File: src/rtl/touch_event_ctrl.sv
// touch_event_ctrl
// Sits between an I2C touch-register reader and application logic.
//  - Generates the reader's periodic poll pulse (oTRIG).
//  - Latches each reader snapshot and scans it one channel per cycle.
//  - Debounces every touch channel.
//  - Turns the snapshots into a queued PRESS/MOVE/RELEASE/GESTURE event
//    stream with a valid/ready handshake.
//
// Ports
//   iCLK, iRSTN         clock, asynchronous active-low reset
//   iEN                 polling enable
//   oTRIG               one-cycle poll pulse every POLL_DIV cycles while enabled
//   iREADY              one-cycle pulse: snapshot on iX/iY/iCOUNT/iGESTURE is valid
//   iX, iY              packed per-channel coordinates, channel 0 in the LSBs
//   iCOUNT              reported touch count (values above N_POINTS saturate)
//   iGESTURE            gesture code, 0 = none
//   oEV_VALID/iEV_READY event handshake; an event is consumed when both are 1
//   oEV_TYPE            0 PRESS, 1 MOVE, 2 RELEASE, 3 GESTURE
//   oEV_ID, oEV_X/Y     channel and position (GESTURE: id 0, x 0, y = code)
//   oDOWN               debounced per-channel touch state
//   oBUSY               a snapshot is being scanned
//   oOVF                sticky overflow flag (queue full or snapshot while busy)
//   iCLR_OVF            clears oOVF; a new overflow in the same cycle wins
module touch_event_ctrl #(
  parameter int N_POINTS   = 2,
  parameter int XW         = 10,
  parameter int YW         = 9,
  parameter int DEBOUNCE   = 2,
  parameter int MOVE_THR   = 4,
  parameter int FIFO_DEPTH = 8,
  parameter int POLL_DIV   = 50000
) (
  input  logic                   iCLK,
  input  logic                   iRSTN,
  input  logic                   iEN,
  output logic                   oTRIG,
  input  logic                   iREADY,
  input  logic [N_POINTS*XW-1:0] iX,
  input  logic [N_POINTS*YW-1:0] iY,
  input  logic [2:0]             iCOUNT,
  input  logic [7:0]             iGESTURE,
  output logic                   oEV_VALID,
  input  logic                   iEV_READY,
  output logic [1:0]             oEV_TYPE,
  output logic [1:0]             oEV_ID,
  output logic [XW-1:0]          oEV_X,
  output logic [YW-1:0]          oEV_Y,
  output logic [N_POINTS-1:0]    oDOWN,
  output logic                   oBUSY,
  output logic                   oOVF,
  input  logic                   iCLR_OVF
);

  // Event record layout: {type, id, x, y}
  localparam int EW = 4 + XW + YW;
  localparam int AW = (FIFO_DEPTH > 1) ? $clog2(FIFO_DEPTH) : 1;
  localparam int PW = (POLL_DIV > 1) ? $clog2(POLL_DIV) : 1;

  localparam logic [1:0] EV_PRESS   = 2'd0;
  localparam logic [1:0] EV_MOVE    = 2'd1;
  localparam logic [1:0] EV_RELEASE = 2'd2;
  localparam logic [1:0] EV_GESTURE = 2'd3;

  typedef enum logic [1:0] {S_IDLE, S_LATCH, S_CH, S_GEST} scan_state_t;
  typedef enum logic [1:0] {C_UP, C_PEND_DN, C_DOWN, C_PEND_UP} ch_state_t;

  // ------------------------------------------------------------------
  // Poll trigger
  // ------------------------------------------------------------------
  logic [PW-1:0] poll_cnt_reg;
  logic          trig_reg;

  always_ff @(posedge iCLK or negedge iRSTN) begin
    if (!iRSTN) begin
      poll_cnt_reg <= '0;
      trig_reg     <= 1'b0;
    end else if (!iEN) begin
      poll_cnt_reg <= '0;
      trig_reg     <= 1'b0;
    end else if (poll_cnt_reg == PW'(POLL_DIV - 1)) begin
      poll_cnt_reg <= '0;
      trig_reg     <= 1'b1;
    end else begin
      poll_cnt_reg <= poll_cnt_reg + 1'b1;
      trig_reg     <= 1'b0;
    end
  end

  assign oTRIG = trig_reg;

  // ------------------------------------------------------------------
  // Snapshot scan FSM
  // ------------------------------------------------------------------
  scan_state_t            scan_state_reg;
  logic [1:0]             ch_idx_reg;
  logic                   busy_reg;
  logic [N_POINTS*XW-1:0] lat_x_reg;
  logic [N_POINTS*YW-1:0] lat_y_reg;
  logic [2:0]             lat_cnt_reg;
  logic [7:0]             lat_g_reg;
  logic [7:0]             last_g_reg;

  always_ff @(posedge iCLK or negedge iRSTN) begin
    if (!iRSTN) begin
      scan_state_reg <= S_IDLE;
      ch_idx_reg     <= '0;
      busy_reg       <= 1'b0;
      lat_x_reg      <= '0;
      lat_y_reg      <= '0;
      lat_cnt_reg    <= '0;
      lat_g_reg      <= '0;
      last_g_reg     <= '0;
    end else begin
      case (scan_state_reg)
        S_IDLE: begin
          if (iREADY) begin
            lat_x_reg      <= iX;
            lat_y_reg      <= iY;
            // Saturate here so every channel compare sees a clean count
            lat_cnt_reg    <= (iCOUNT > 3'(N_POINTS)) ? 3'(N_POINTS) : iCOUNT;
            lat_g_reg      <= iGESTURE;
            scan_state_reg <= S_LATCH;
            busy_reg       <= 1'b1;
          end
        end
        S_LATCH: begin
          ch_idx_reg     <= '0;
          scan_state_reg <= S_CH;
        end
        S_CH: begin
          if (ch_idx_reg == 2'(N_POINTS - 1)) begin
            scan_state_reg <= S_GEST;
          end else begin
            ch_idx_reg <= ch_idx_reg + 2'd1;
          end
        end
        S_GEST: begin
          last_g_reg     <= lat_g_reg;
          scan_state_reg <= S_IDLE;
          busy_reg       <= 1'b0;
        end
        default: begin
          scan_state_reg <= S_IDLE;
          busy_reg       <= 1'b0;
        end
      endcase
    end
  end

  assign oBUSY = busy_reg;

  // ------------------------------------------------------------------
  // Per-channel debounce / event FSMs
  // ------------------------------------------------------------------
  logic [N_POINTS-1:0] ch_push;
  logic [EW-1:0]       ch_ev [N_POINTS];

  genvar gi;
  generate
    for (gi = 0; gi < N_POINTS; gi++) begin : g_ch
      ch_state_t     st_reg, st_next;
      logic [2:0]    cnt_reg, cnt_next;
      logic [XW-1:0] lx_reg, lx_next;
      logic [YW-1:0] ly_reg, ly_next;
      logic [XW-1:0] cur_x;
      logic [YW-1:0] cur_y;
      logic [XW:0]   dx;
      logic [YW:0]   dy;
      logic          act, sel, deb_done, moved, push_raw;
      logic [1:0]    ev_type;
      logic [XW-1:0] ev_x;
      logic [YW-1:0] ev_y;

      assign cur_x = lat_x_reg[gi*XW +: XW];
      assign cur_y = lat_y_reg[gi*YW +: YW];
      assign act   = (3'(gi) < lat_cnt_reg);
      assign sel   = (scan_state_reg == S_CH) && (ch_idx_reg == 2'(gi));

      // Differences are one bit wider than the coordinates, so they never wrap
      assign dx = (cur_x >= lx_reg) ? ({1'b0, cur_x} - {1'b0, lx_reg})
                                    : ({1'b0, lx_reg} - {1'b0, cur_x});
      assign dy = (cur_y >= ly_reg) ? ({1'b0, cur_y} - {1'b0, ly_reg})
                                    : ({1'b0, ly_reg} - {1'b0, cur_y});
      assign moved = (dx >= (XW+1)'(MOVE_THR)) || (dy >= (YW+1)'(MOVE_THR));

      // cnt is 0 in UP and DOWN, so this same test also covers the
      // DEBOUNCE=1 case where the first sample already confirms the change.
      assign deb_done = ({1'b0, cnt_reg} + 4'd1) >= 4'(DEBOUNCE);

      always_comb begin
        st_next  = st_reg;
        cnt_next = cnt_reg;
        lx_next  = lx_reg;
        ly_next  = ly_reg;
        push_raw = 1'b0;
        ev_type  = EV_PRESS;
        ev_x     = cur_x;
        ev_y     = cur_y;
        case (st_reg)
          C_UP, C_PEND_DN: begin
            if (act) begin
              if (deb_done) begin
                st_next  = C_DOWN;
                cnt_next = '0;
                lx_next  = cur_x;
                ly_next  = cur_y;
                push_raw = 1'b1;
                ev_type  = EV_PRESS;
              end else begin
                st_next  = C_PEND_DN;
                cnt_next = cnt_reg + 3'd1;
              end
            end else begin
              st_next  = C_UP;
              cnt_next = '0;
            end
          end
          C_DOWN, C_PEND_UP: begin
            if (!act) begin
              if (deb_done) begin
                st_next  = C_UP;
                cnt_next = '0;
                push_raw = 1'b1;
                ev_type  = EV_RELEASE;
                ev_x     = lx_reg;
                ev_y     = ly_reg;
              end else begin
                st_next  = C_PEND_UP;
                cnt_next = cnt_reg + 3'd1;
              end
            end else if (st_reg == C_PEND_UP) begin
              // Release glitch: back to DOWN without a movement check
              st_next  = C_DOWN;
              cnt_next = '0;
            end else if (moved) begin
              lx_next  = cur_x;
              ly_next  = cur_y;
              push_raw = 1'b1;
              ev_type  = EV_MOVE;
            end
          end
          default: begin
            st_next  = C_UP;
            cnt_next = '0;
          end
        endcase
      end

      always_ff @(posedge iCLK or negedge iRSTN) begin
        if (!iRSTN) begin
          st_reg  <= C_UP;
          cnt_reg <= '0;
          lx_reg  <= '0;
          ly_reg  <= '0;
        end else if (sel) begin
          st_reg  <= st_next;
          cnt_reg <= cnt_next;
          lx_reg  <= lx_next;
          ly_reg  <= ly_next;
        end
      end

      assign ch_push[gi] = sel & push_raw;
      assign ch_ev[gi]   = {ev_type, 2'(gi), ev_x, ev_y};
      assign oDOWN[gi]   = (st_reg == C_DOWN) || (st_reg == C_PEND_UP);
    end
  endgenerate

  // ------------------------------------------------------------------
  // Event source merge: at most one channel scans per cycle, and the
  // gesture stage never overlaps a channel cycle.
  // ------------------------------------------------------------------
  logic          gest_push;
  logic          push;
  logic [EW-1:0] ev_in;

  assign gest_push = (scan_state_reg == S_GEST) && (lat_g_reg != 8'd0) &&
                     (lat_g_reg != last_g_reg);

  always_comb begin
    push  = gest_push;
    ev_in = {EV_GESTURE, 2'd0, {XW{1'b0}}, YW'(lat_g_reg)};
    for (int i = 0; i < N_POINTS; i++) begin
      if (ch_push[i]) begin
        push  = 1'b1;
        ev_in = ch_ev[i];
      end
    end
  end

  // ------------------------------------------------------------------
  // Event queue, first-word-fall-through. head_reg always holds the
  // oldest entry and keeps the last popped entry when the queue empties.
  // ------------------------------------------------------------------
  logic [EW-1:0] mem [FIFO_DEPTH];
  logic [AW-1:0] wr_ptr_reg, rd_ptr_reg;
  logic [AW:0]   count_reg, count_next;
  logic [EW-1:0] head_reg, head_next;
  logic          valid_reg;
  logic          ovf_reg;
  logic          pop, full, wr_en, drop, ovf_set;

  assign pop     = valid_reg & iEV_READY;
  assign full    = (count_reg == (AW+1)'(FIFO_DEPTH));
  assign wr_en   = push & (~full | pop);
  assign drop    = push & full & ~pop;
  assign ovf_set = drop | (iREADY & busy_reg);

  always_comb begin
    count_next = count_reg;
    if (wr_en && !pop) begin
      count_next = count_reg + 1'b1;
    end else if (pop && !wr_en) begin
      count_next = count_reg - 1'b1;
    end

    head_next = head_reg;
    if (wr_en && ((count_reg == '0) || (pop && (count_reg == (AW+1)'(1))))) begin
      head_next = ev_in;
    end else if (pop && (count_reg > (AW+1)'(1))) begin
      head_next = mem[rd_ptr_reg + 1'b1];
    end
  end

  // Storage is never observed before it is written, so it needs no reset
  always_ff @(posedge iCLK) begin
    if (wr_en) begin
      mem[wr_ptr_reg] <= ev_in;
    end
  end

  always_ff @(posedge iCLK or negedge iRSTN) begin
    if (!iRSTN) begin
      wr_ptr_reg <= '0;
      rd_ptr_reg <= '0;
      count_reg  <= '0;
      head_reg   <= '0;
      valid_reg  <= 1'b0;
      ovf_reg    <= 1'b0;
    end else begin
      if (wr_en) begin
        wr_ptr_reg <= wr_ptr_reg + 1'b1;
      end
      if (pop) begin
        rd_ptr_reg <= rd_ptr_reg + 1'b1;
      end
      count_reg <= count_next;
      head_reg  <= head_next;
      valid_reg <= (count_next != '0);
      if (ovf_set) begin
        ovf_reg <= 1'b1;
      end else if (iCLR_OVF) begin
        ovf_reg <= 1'b0;
      end
    end
  end

  assign oEV_VALID = valid_reg;
  assign oEV_TYPE  = head_reg[EW-1 -: 2];
  assign oEV_ID    = head_reg[EW-3 -: 2];
  assign oEV_X     = head_reg[YW +: XW];
  assign oEV_Y     = head_reg[YW-1:0];
  assign oOVF      = ovf_reg;

endmodule

File: config.mk
export PLATFORM = sky130hd
export DESIGN_NAME = touch_event_ctrl
export DESIGN_NICKNAME = d
export VERILOG_FILES = /design/src/rtl/touch_event_ctrl.sv
export SDC_FILE = /design/constraint.sdc
export NUM_CORES = 1
export LEC_CHECK = 0
export CAP_MARGIN = 20
export CORE_ASPECT_RATIO = 1.75
export CORE_MARGIN = 4
export CORE_UTILIZATION = 60
export CTS_CLUSTER_DIAMETER = 100
export DETAILED_ROUTE_END_ITERATION = 8
export PLACE_DENSITY = 0.87
export SKIP_LAST_GASP = 1
export SLEW_MARGIN = 20
export SYNTH_ARGS = -nofsm -noshare
export SYNTH_HDL_FRONTEND = slang
export SYNTH_SLANG_ARGS = --single-unit
File: constraint.sdc
create_clock -name iCLK -period 5.7 [get_ports iCLK]
set_input_delay 0.855 -clock iCLK [delete_from_list [all_inputs] [get_ports iCLK]]
set_output_delay 0.855 -clock iCLK [all_outputs]
set_load 0.1 [all_outputs]
==> qor.tcl <==
set qor(outcome) {finished clean}
set qor(final_antenna_net_count) 0
set qor(area_fraction_in_compound_gates_after_synthesis_pct) 11.76
set qor(all_layer_gr_usage_pct) 26.65
set qor(cts_repair_resize_count) 0
set qor(rsz0062_at_grt) {no}
set qor(routedWlPerCell_um) 21.68
set qor(final_nets) 1772
set qor(buffer_ports.inserted) 82
set qor(syn_area_per_cell_um2) 11.53
set qor(synth_top_flop_cell) {edfxtp_1}
set qor(post_cts_hold_buffer_count) 0
set qor(area_growth_pct) 12.95
set qor(synth.top_cells.by_count) {edfxtp_1, nand2_1, dfrtp_1}
set qor(yosys.area_share.xor_xnor_pct) 2.642
set qor(synth_nets) 1705
set qor(postRouteWirelength_um) 43880
set qor(floorplan.rows) 83
set qor(post-synth-top-count-cell) {edfxtp_1}
set qor(crit_type) {flip-flop to flip-flop}
set qor(die_x_um) 138.6
set qor(num_vias) 12400
set qor(worst-path-max-fanout) 23
set qor(cts_root_buf) {clkbuf_16}
set qor(reg2reg_setup_slack_ps) 870
set qor(asyncSetResetFlopFracSynth_pct) 47.77
set qor(cts.htree.levels) 1
set qor(fill_cell_instance_count_of_the_final_layout) 2049
set qor(path_clk_slew_ps) 80
set qor(synthTopCellsByArea) {edfxtp_1, dfrtp_1, ha_1}
set qor(total_clock_sinks) 337
set qor(grt_max_degree) 69
set qor(synthesis.instances) 1553
set qor(max_ffs_per_register) 176
set qor(insertion_delay_ps) 570
set qor(drc) 0
set qor(place.detailed.hpwl_um) 30600
set qor(viasPerCell) 6.125
set qor(fraction_of_final_layout_cells_sized_beyond_drive_strength_1_pct) 14.62
set qor(antenna_found_initial) 0
set qor(detail_route.iter0.violations) 749
set qor(tritoncts_clock_tree) {done}
set qor(ys_types) 84
set qor(tightestPinTransition_ps) 1068
set qor(cp.arrival_ps) 5280
set qor(initial_core_util_pct) 60.91
set qor(setup.worst_path.start) {lat_x_reg[2]}
set qor(synth_edf_count) 176
set qor(slew_violations) 0
set qor(cts-buffers-inserted) 29
set qor(upper_clock_frequency_limit_mhz) 206.8
set qor(grt_first_pass_wirelength_um) 69060
set qor(cts.path.max_buffers) 3
set qor(first_pass_iters) 5
set qor(synth_seq_cells) 337
set qor(max_slew_margin_pct) 28.55
set qor(final_period_utilization_pct) 84.82
set qor(ys.warnings.count) 0
set qor(postCtsSetupRepairBufs) 0
set qor(final.min_clock_period_ps) 4835
set qor(cp.required_ps) 6140
set qor(worst_r2r_endpoint) {head_reg[3]}
set qor(first_global_vias) 12980
set qor(tns_ps) 0
set qor(num_io_pins) 84
set qor(die_area_um2) 32770
set qor(critical_path.startpoint_type) {flip-flop}
set qor(timing.rr.start) {lat_x_reg[2]}
set qor(synth_top_family_by_area) {multiplexers}
set qor(fp.dieH_um) 236.5
set qor(worstRegToRegCells) 13
set qor(synthDominantCellAreaShare_pct) 29.53
set qor(fin_skew_ps) 23.39
set qor(cap_violations) 0
set qor(grt_remaining_overflow) 0
set qor(worst_hold_path_type) {input pin to async pin}
set qor(routabilityCongestion) 0.9263
set qor(synth.area.mux_share_pct) 12.58
set qor(synth_simple_gate_area_share_pct) 9.821
set qor(synth.largest_area_cell) {edfxtp_1}
set qor(yosysSeqAreaShare_pct) 52.03
set qor(final_hold_viol_count) 0
set qor(syn-cell-area_um2) 17900
set qor(core_um2) 29390
set qor(finalSetupViolations) 0
set qor(synthAdderAreaFrac_pct) 6.948
set qor(num_antenna_cells) 0
set qor(crit_path_end_kind) {flip-flop}
through the flow:
stage	cell area, um^2	util, %	setup slack [ps]	hold slack (ps)	std cells
detailed placement	19180	65.27	967.7	453.5	1971
finish	20220	68.79	865.1	220.1	2024
global route	20220	68.79	558.0	241.3	2024
global placement	19180	65.27	1053	438.9	1971
floorplan	17900	-	613.1	425.1	1553
CTS	20220	68.79	901.0	226.6	2024
cells in the final DEF (no fill, tap or decap), drive strengths merged, types with 5 or more instances in the layout:
cell,n
a2111oi,5
a211oi,17
a21o,20
a21oi,108
a31oi,10
and2,5
and3,12
buf,34
bufinv,7
clkbuf,33
clkdlybuf4s50,81
clkinv,8
dfrtp,161
edfxtp,176
ha,93
inv,111
mux2,80
mux2i,36
mux4,44
nand2,163
nand2b,14
nand3,17
nand4,11
nor2,84
nor2b,13
nor3,21
nor3b,5
nor4,7
o211ai,5
o21a,7
o21ai,108
o21bai,7
or2,6
or3,5
xnor2,31
xor2,23
layout make-up:
class / count / area [um^2] / share of cell area, %
inverters: 110 / 412.9 / 2.042
flip-flops and latches: 337 / 9315 / 46.08
multi-input cells: 1027 / 7894 / 39.05
repair buffers: 115 / 1082 / 5.353
clock inverters: 20 / 284.0 / 1.405
clock buffers: 33 / 750.7 / 3.713
well taps: 382 / 478.0 / 2.364
how the worst max path moves through the flow:
stage          cells after the start            to
3_5_place_dp                      13  head_reg[13]
6_report                          13   head_reg[3]
4_1_cts                           13   head_reg[3]
3_3_place_gp                      14   head_reg[6]
2_1_floorplan                     15     mem[0][0]
5_1_grt                           14   head_reg[3]
logic make-up (layout without fill, tap and decap cells):
kind of cell             count (synthesis)  in the layout
AND/OR/NAND/NOR                        377            377
AO/OA/AOI/OAI                          338            338
flip-flops                             337            337
buffers and inverters                  189            278
multiplexers                           160            160
adder cells (fa/ha/maj)                 97             97
XOR/XNOR                                54             54
other                                    1              1
metal layers:
metal	vias up	global-route usage (%)	wire (um)	part of all wire (%)
met5	-	0	0	0
met4	0	14.53	2670	6.1
met3	135	3.112	2174	5.0
met2	434	50.06	23640	54
met1	6121	28.97	15400	35
li1	5708	-	-	-
worst max-delay path, stage by stage, from the launching register on:
cell     delay (ps)
dfrtp_1         440
ha_1            440
a21oi_1         140
a211o_1         350
a211o_1         330
and3_1          190
nor4_2          280
a32oi_1         120
nor4_1          440
a31o_2          360
nor4b_4         630
or4_1           220
buf_4           340
mux2_2          400
Power is not shown: default switching activity piles up to over one toggle a cycle in this logic, so the estimate is an artifact.
